[src/rtl/decode_scoreboard.sv]
// Single-entry decode stage with a per-register busy scoreboard for RAW/WAW hazard detection.
// Optional feature: define ID_SB_FWD_EN to let a source whose counter reads 1 issue via EX forwarding.
module decode_scoreboard #(
    parameter int LD_LAT  = 2,
    parameter int MUL_LAT = 3,
    parameter int ALU_LAT = 1,
    parameter int CNT_W   = 3
) (
    input  logic             clk,
    input  logic             rst,
    input  logic             in_valid,
    input  logic [31:0]      in_inst,
    input  logic [31:0]      in_pc,
    output logic             in_ready,
    input  logic             flush,
    output logic             out_valid,
    input  logic             out_ready,
    output logic [31:0]      out_inst,
    output logic [31:0]      out_pc,
    output logic [4:0]       out_rs1_idx,
    output logic [4:0]       out_rs2_idx,
    output logic [4:0]       out_rd_idx,
    output logic [CNT_W-1:0] out_lat,
    output logic             out_illegal,
    output logic [31:0]      stall_cycles
);

    localparam logic [6:0] OP_R     = 7'b0110011;
    localparam logic [6:0] OP_I     = 7'b0010011;
    localparam logic [6:0] OP_LD    = 7'b0000011;
    localparam logic [6:0] OP_JALR  = 7'b1100111;
    localparam logic [6:0] OP_JAL   = 7'b1101111;
    localparam logic [6:0] OP_LUI   = 7'b0110111;
    localparam logic [6:0] OP_AUIPC = 7'b0010111;
    localparam logic [6:0] OP_S     = 7'b0100011;
    localparam logic [6:0] OP_B     = 7'b1100011;

    localparam logic [CNT_W-1:0] LD_L  = CNT_W'(LD_LAT);
    localparam logic [CNT_W-1:0] MUL_L = CNT_W'(MUL_LAT);
    localparam logic [CNT_W-1:0] ALU_L = CNT_W'(ALU_LAT);

`ifdef ID_SB_FWD_EN
    localparam logic [CNT_W-1:0] RDY_TH = CNT_W'(1);
`else
    localparam logic [CNT_W-1:0] RDY_TH = CNT_W'(0);
`endif

    function automatic logic [31:0] sat_inc(input logic [31:0] v);
        return (v == 32'hFFFF_FFFF) ? v : v + 32'd1;
    endfunction

    logic             id_valid;
    logic [31:0]      inst_p0;
    logic [31:0]      pc_p0;
    logic [CNT_W-1:0] cnt [32];

    logic             accept;
    logic             issue;
    logic [6:0]       opcode;
    logic             use_rs1;
    logic             use_rs2;
    logic             wr_rd;
    logic             illegal;
    logic [CNT_W-1:0] lat;
    logic [4:0]       rs1_idx;
    logic [4:0]       rs2_idx;
    logic [4:0]       rd_idx;
    logic             raw_hz;
    logic             waw_hz;

    assign opcode = inst_p0[6:0];

    always_comb begin
        use_rs1 = 1'b0;
        use_rs2 = 1'b0;
        wr_rd   = 1'b0;
        illegal = 1'b0;
        case (opcode)
            OP_R:                begin use_rs1 = 1'b1; use_rs2 = 1'b1; wr_rd = 1'b1; end
            OP_S, OP_B:          begin use_rs1 = 1'b1; use_rs2 = 1'b1; end
            OP_I, OP_LD, OP_JALR: begin use_rs1 = 1'b1; wr_rd = 1'b1; end
            OP_JAL, OP_LUI, OP_AUIPC: wr_rd = 1'b1;
            default:             illegal = 1'b1;
        endcase
    end

    always_comb begin
        lat = ALU_L;
        if (opcode == OP_LD)
            lat = LD_L;
        else if (opcode == OP_R && inst_p0[31:25] == 7'h01)
            lat = MUL_L;
    end

    // Unused sources and non-writing destinations read as x0, which is never busy.
    assign rs1_idx = use_rs1 ? inst_p0[19:15] : 5'd0;
    assign rs2_idx = use_rs2 ? inst_p0[24:20] : 5'd0;
    assign rd_idx  = wr_rd   ? inst_p0[11:7]  : 5'd0;

    assign raw_hz = (cnt[rs1_idx] > RDY_TH) || (cnt[rs2_idx] > RDY_TH);
    assign waw_hz = (rd_idx != 5'd0) && (cnt[rd_idx] > lat);

    assign out_valid = id_valid && !raw_hz && !waw_hz;
    assign issue     = out_valid && out_ready;
    assign in_ready  = !id_valid || issue;
    assign accept    = in_valid && in_ready && !flush;

    assign out_inst    = inst_p0;
    assign out_pc      = pc_p0;
    assign out_rs1_idx = rs1_idx;
    assign out_rs2_idx = rs2_idx;
    assign out_rd_idx  = rd_idx;
    assign out_lat     = lat;
    assign out_illegal = illegal;

    // Stage p0: decode register control and stall accounting.
    always_ff @(posedge clk or posedge rst) begin
        if (rst) begin
            id_valid     <= 1'b0;
            stall_cycles <= 32'd0;
        end else begin
            if (flush)
                id_valid <= 1'b0;
            else if (accept)
                id_valid <= 1'b1;
            else if (issue)
                id_valid <= 1'b0;
            if (id_valid && !out_valid)
                stall_cycles <= sat_inc(stall_cycles);
        end
    end

    always_ff @(posedge clk) begin
        if (accept) begin
            inst_p0 <= in_inst;
            pc_p0   <= in_pc;
        end
    end

    // Busy table: an issuing writer's load wins over the free-running drain; flush never clears it.
    always_ff @(posedge clk or posedge rst) begin
        if (rst) begin
            for (int r = 0; r < 32; r++)
                cnt[r] <= '0;
        end else begin
            cnt[0] <= '0;
            for (int r = 1; r < 32; r++) begin
                if (issue && rd_idx == 5'(r))
                    cnt[r] <= lat;
                else if (cnt[r] != '0)
                    cnt[r] <= cnt[r] - CNT_W'(1);
            end
        end
    end

endmodule

[config.mk]
export PLATFORM = sky130hd
export DESIGN_NAME = decode_scoreboard
export DESIGN_NICKNAME = d
export VERILOG_FILES = /design/src/rtl/decode_scoreboard.sv
export SDC_FILE = /design/constraint.sdc
export NUM_CORES = 1
export LEC_CHECK = 0
export BUFFER_PORTS_ARGS = -buffer_cell sky130_fd_sc_hd__buf_2
export CORE_AREA = 2 2 144 146
export DETAILED_ROUTE_END_ITERATION = 10
export DIE_AREA = 0 0 146 148
export PLACE_DENSITY = 0.89
export SLEW_MARGIN = 20
export SYNTH_ARGS = -nofsm -noshare
export SYNTH_HDL_FRONTEND = slang
export SYNTH_SLANG_ARGS = --single-unit
[constraint.sdc]
create_clock -name clk -period 12.7 [get_ports clk]
set_input_delay 2.54 -clock clk [delete_from_list [all_inputs] [get_ports clk]]
set_output_delay 2.54 -clock clk [all_outputs]
set_load 0.05 [all_outputs]
## Word-level counts from Yosys, hierarchy flattened

Cells that the tools add are included.

- Bits in registers: 190
- Bits of input ports: 69
- Output and inout port bits: 117
- Logic and storage cells: 317

- $add $sub $neg: 32
- Magnitude comparators: 6
- Equality and inequality tests: 42
- Muxes and demuxes: 83
- Bitwise operators: 4
- Reductions and logical operators: 115

Operator list:

| operator | count |
|---|---|
| two-way mux 3 bit | 68 |
| nonzero test 3 bit | 32 |
| subtractor 3 x 1 -> 3 bit (second input constant) | 31 |
| equality test 5 bit (second input constant) | 16 |
| nonzero test 2 bit | 31 |
| binary-select mux 3 bit (select 5 bit) | 3 |
| equality test 5 x 4 -> 1 bit (second input constant) | 8 |
| logical AND 1 bit | 39 |
| adder 32 x 1 -> 32 bit (second input constant) | 1 |
| equality test 32 bit (second input constant) | 1 |
| equality test 7 x 6 -> 1 bit (second input constant) | 3 |
| equality test 7 bit (second input constant) | 3 |
| equality test 5 x 3 -> 1 bit (second input constant) | 4 |
| >= comparator 6 bit (second input constant) | 3 |
| NOT 5 -> 6 bit | 3 |
| two-way mux 5 bit | 3 |
| equality test 7 x 5 -> 1 bit (second input constant) | 2 |
| equality test 5 x 2 -> 1 bit (second input constant) | 2 |
| OR reduction 9 bit | 1 |
| equality test 7 x 1 -> 1 bit (second input constant) | 1 |
| equality test 7 x 2 -> 1 bit (second input constant) | 1 |
| two-way mux 1 bit | 7 |
| OR reduction 7 bit | 1 |
| greater-than comparator 3 x 1 -> 1 bit (second input constant) | 2 |
| other kinds (10) | 16 |

## Logic depth before layout (Yosys ltp)

- Depth in word-level cells: 19
- Depth in mapped cells: 24
- Mapped depth without buffers: 20

## Worst setup path before layout

OpenSTA, ideal clock, no wires.

- Path type: register to register
- Start point: register inst_p0[3], in the netlist out_inst[3]
- End point: register inst_p0[0], in the netlist out_inst[0], enable pin
- Library setup time: 579 ps
- Arrival time: 9622 ps
- Required time: 12121 ps
- Setup slack: 2499 ps
- Stages on the path, launching flop included: 21
- Path buffers: 3
- Clock period less this slack: 10201 ps
- Cells stage by stage: edfxtp_1 -> nand3b_1 -> o32ai_1 -> clkbuf_1 -> nand2_1 -> inv_1 -> o211ai_1 -> o221ai_1 -> mux4_2 -> o21ai_0 -> ha_1 -> nor2b_1 -> o21ai_0 -> a21oi_1 -> a31oi_1 -> nand4_1 -> or2_4 -> buf_6 -> buf_4 -> o21ai_1 -> nor3b_1

- Elaborated cells on any way between the ends: 47
- Those cells by class: 3 x order compare; 9 x eq/ne; 17 x mux; 3 x bitwise; 15 x reduce/logical

RTL lines:

| what | line | source |
|---|---|---|
| start, declared | 53 | `logic [31:0] inst_p0;` |
| start signal, assigned | 135 | `inst_p0 <= in_inst;` |
| equality test 7 x 2 -> 1 bit (tied with other cells) | 78 | `case (opcode)` |
| OR reduction 7 bit (no source line) * | n/a |  |
| two-way mux 1 bit * | 78 |  |
| two-way mux 5 bit * | 98 | `assign rd_idx = wr_rd ? inst_p0[11:7] : 5'd0;` |
| via out_rd_idx[1] | 22 | `output logic [4:0] out_rd_idx,` |
| NOT 5 -> 6 bit (implied by the code) | 101 | `assign waw_hz = (rd_idx != 5'd0) && (cnt[rd_idx] > lat);` |
| binary-select mux 3 bit (select 5 bit) | 101 |  |
| two-way mux 3 bit (implied by the code) (2 in a row) | 101 |  |
| greater-than comparator 3 bit | 101 |  |
| logical AND 1 bit * | 101 |  |
| zero test 1 bit * | 103 | `assign out_valid = id_valid && !raw_hz && !waw_hz;` |
| logical AND 1 bit * | 103 |  |
| logical AND 1 bit * | 104 | `assign issue = out_valid && out_ready;` |
| logical OR 1 bit * | 105 | `assign in_ready = !id_valid \|\| issue;` |
| via in_ready | 14 | `output logic in_ready,` |
| logical AND 1 bit * (2 in a row) | 106 | `assign accept = in_valid && in_ready && !flush;` |
| via accept | 57 | `logic accept;` |

The timed path passes the listed nets; every way through them passes the cells marked *. The select of a mux whose other input is x is not followed.
A chain may end at the register's enable or synchronous reset.

## Worst setup path after layout

- Start point: register inst_p0[3], in the netlist out_inst[3]
- End point: output port out_valid

- Cells in the longest elaborated chain, start to end: 13
- Elaborated cells on any way between the ends: 43
- Those cells by class: 3 x order compare; 9 x eq/ne; 17 x mux; 3 x bitwise; 11 x reduce/logical

Ends and longest elaborated chain:

| what | line | source |
|---|---|---|
| equality test 7 x 2 -> 1 bit (tied with other cells) | 78, 89 |  |
| OR reduction 6 bit (no source line) / OR reduction 3 bit (equally long branches) | n/a |  |
| two-way mux 1 bit | 78 |  |
| two-way mux 5 bit, on equally long branches | 96, 97 |  |
| NOT 5 -> 6 bit (implied by the code) | 100 | `assign raw_hz = (cnt[rs1_idx] > RDY_TH) \|\| (cnt[rs2_idx] > RDY_TH);` |
| binary-select mux 3 bit (select 5 bit) | 100 |  |
| two-way mux 3 bit (implied by the code) (2 in a row) | 100 |  |
| greater-than comparator 3 x 1 -> 1 bit | 100 |  |
| logical OR 1 bit | 100 |  |
| zero test 1 bit | 103 |  |
| logical AND 1 bit | 103 |  |
| logical AND 1 bit * | 103 |  |
| end, declared | 16 | `output logic out_valid,` |

Mark *: on every way between the ends. The rest lies on a longest branch, timed or not. The select of a mux whose other input is x is not followed.

==> impl_metrics.tcl <==
set metrics [dict create \
    hold_buffers 0 \
    powerDensity_mw_per_mm2 201 \
    grt_pass1_vias 9732 \
    track_usage_pct 30.7 \
    ios 186 \
    path_cells "nand3b_1 > o32a_1 > nor2_1 > o221ai_1 > mux4_2 > o21ai_0 > ha_1 > nor2b_1 > o21ai_0 > a21oi_1 > a31oi_1 > nand4_1 > or2_4 > inv_2 > buf_2" \
    grt_setup_unrepaired "no" \
    synth_top_area_share_pct 27.7 \
    synth_seq_cells 190 \
    cts.clk_slew.worst_paths_ps 70 \
    dp_hpwl_um 24100 \
    hold_class "flip-flop to flip-flop" \
    grt.overflow.total 0 \
    fin_util_pct 65.5 \
    critPathCaptureType "output pin" \
    cts_tree "built" \
    via_per_inst 6.13 \
    worstSetupPathType "flip-flop to output pin" \
    hold_violations 0 \
    crit_family "simple AND/OR/NAND/NOR gates" \
    initial_utilization_pct 56.9 \
    syn-cell-area_mm2 0.0114 \
    nets 1400 \
    min_period_ps 7890 \
    cap_violations 0 \
    seq_area_mm2 0.00507 \
    synth_area_leaders "dfrtp_1, edfxtp_1, mux2i_1, ha_1, xnor2_1" \
    htree_levels 4 \
    dr.pass1.iters 5 \
    drv_slew 0 \
    drtAntennaViolNets 0 \
    drive_gt1_share_pct 21.8 \
    fill_cells 1608 \
    fin_skew_ps 16.0 \
    cts.repair.resized 0 \
    yosys.area_share.simple_pct 19.0 \
    areaGrowthSynthToFinish_pct 15.1 \
    clock.fmax_mhz 127 \
    yosysSeqAreaShare_pct 44.5 \
    rows 52 \
    wire_per_inst_um 21.2 \
    relSlewSlack_pct 34.3 \
    synth_largest_area_cell "dfrtp_1" \
    status "completed" \
    vias 9502 \
    slowest_stage "o32a_1" \
    io_buffers 184 \
    ys.flop_type "dfrtp_1" \
    die_x_um 146 \
    tns_ps 0 \
    grt_pass1_wl_um 51800 \
    worstPathBufferInverterCount 2 \
    synth_xor_area_share_pct 4.77 \
    synth_top_family_by_area "simple AND/OR/NAND/NOR gates" \
    syn_nets 1234 \
    clk_latency_ps 450 \
    root_buffer "clkbuf_16" \
    antenna_cells 0 \
    dieArea_mm2 0.0216 \
    multi_input_area_mm2 0.00582 \
    yosysWarnings 0 \
    drc_errors 0 \
    synth_area_per_cell_um2 10.4 \
    p_leak_nw 5.84 \
    synthMuxAreaShare_pct 11.8 \
    period_share_pct 62.2 \
    numCtsBuffers 17 \
    synth_compound_area_share_pct 8.16 \
    post_cts_buffers 0 \
    grt_max_degree 79 \
    clkSinkCount 190 \
    synthArstFlopShare_pct 66.3 \
    drt_wl_total_um 32900 \
    crit_arrival_ps 5350 \
    clk_path_buf_depth 2 \
    synth_cell_types 76 \
    startpoint_type "flip-flop" \
    die-height_um 148 \
    irDropWorstVdd_v 0.000113 \
    drtIter0Drc 789 \
    setup_viol 0 \
    tightest_slew_ps 986 \
    setup_ws_ps 4810 \
    synthCells 1100 \
    slowest_delay_ps 590 \
    worstPathMaxFanout 48 \
    core_area_mm2 0.0200 \
    worstPathRequired_ps 10160 \
    synth_fa_ha_area_share_pct 7.14 \
    dpl_worst_slack_ps 5450 \
    gp_congestion 1.01 \
    synth-edff-count 64 \
    crit_top_cell "o21ai_0" \
    antenna_found_initial 0 \
]
[registers in the layout (all words and copies together), names as in the netlist]
signal	cells
cnt	93
out_inst	32
out_pc	32
stall_cycles	32
id_valid	1
[power breakdown]
| part | internal [W] | switching [W] | total, W |
|---|---|---|---|
| logic | 0.000460 | 0.000588 | 0.00105 |
| clock network | 0.000263 | 0.000265 | 0.000528 |
| registers | 0.000819 | 0.000243 | 0.00106 |
[through the flow]
| step | area (um^2) | cells | hold slack (ps) | total power (W) |
|---|---|---|---|---|
| 2_1_floorplan | 11400 | 1100 | 540 | 0.00180 |
| 6_report | 13100 | 1549 | 487 | 0.00264 |
| 3_3_place_gp | 12500 | 1517 | 471 | 0.00202 |
| 3_5_place_dp | 12500 | 1517 | 477 | 0.00209 |
| 4_1_cts | 13100 | 1549 | 487 | 0.00263 |
| 5_1_grt | 13100 | 1549 | 505 | 0.00282 |
[final cells by class]
type / instances / share of cell area, %
clock inverters: 14 / 1.18
well taps: 270 / 2.58
inverters: 84 / 2.42
clock buffers: 18 / 3.27
repair buffers: 192 / 7.48
flip-flops and latches: 190 / 38.7
multi-input cells: 781 / 44.4
[cells in the mapped netlist (3+ instances only)]
library cell / count
o2111ai_1: 3
or3_1: 15
xor2_1: 8
or2_2: 3
nand4_1: 23
o31ai_1: 3
buf_2: 10
clkbuf_1: 27
nor4_2: 12
nor3b_1: 4
inv_1: 82
a31oi_1: 7
nand2b_1: 31
nand3_1: 27
o21ai_0: 47
and2_1: 9
buf_1: 3
and4_1: 7
mux4_2: 11
o211ai_1: 9
nor2b_1: 11
nor3_2: 7
mux2i_1: 101
o221ai_1: 7
nand2_1: 73
mux2_2: 7
and3_1: 18
nand3b_1: 4
a2111oi_0: 4
o22ai_1: 7
buf_4: 4
o21ai_1: 4
xnor2_1: 54
or4_4: 3
nor2_1: 84
a22oi_1: 4
ha_1: 65
or4_1: 5
a21oi_1: 24
nor3_1: 37
edfxtp_1: 64
dfrtp_1: 126
nor4_1: 9
[cells in the final DEF, fill, tap and decap left out, types with 7 or more instances in the layout]
master     instances
o22ai_1            7
mux4_2            11
or3_1             15
nand2_1           73
xor2_1             8
mux2i_1          101
buf_4              8
dfrtp_1          126
a31oi_1            7
edfxtp_1          64
and4_1             7
mux2_2             7
nor3_2             7
o211ai_1           9
and2_1             9
clkbuf_16         17
nor2b_1           11
xnor2_1           54
o21ai_0           47
nor4_2            13
ha_1              65
o221ai_1           7
nor3_1            37
a21oi_1           24
nand3_1           27
and3_1            18
nor2_1            84
inv_1             81
buf_2            184
nor4_1             8
nand2b_1          31
nand4_1           23
[worst paths after layout]
check	start	end	cells past startpoint	slack, ps
max in group asynchronous	rst	cnt[59]	3	9180
max reg2reg	out_inst[3]	out_inst[10]	16	6910
max	out_inst[3]	out_valid	15	4810
min	stall_cycles[23]	stall_cycles[23]	1	490
min in group asynchronous	rst	stall_cycles[27]	2	2320
min reg2reg	stall_cycles[23]	stall_cycles[23]	1	490
[layer usage]
layer	track usage (%)	share of wire (%)	up-vias
met5	0	0	-
met4	16.2	5.5	0
met3	7.78	9.0	129
met2	52.8	48	541
met1	35.7	37	4551
li1	-	-	4281
[logic make-up (layout without fill, tap and decap cells)]
family / after synthesis / after routing
simple gates: 390 / 390
xor+xnor: 62 / 62
compound gates: 143 / 143
flops: 190 / 190
buf+inv: 129 / 308
fa+ha+maj: 65 / 65
other cells: 1 / 1
mux: 120 / 120
No activity file was read; power rests on OpenSTA's default activity.
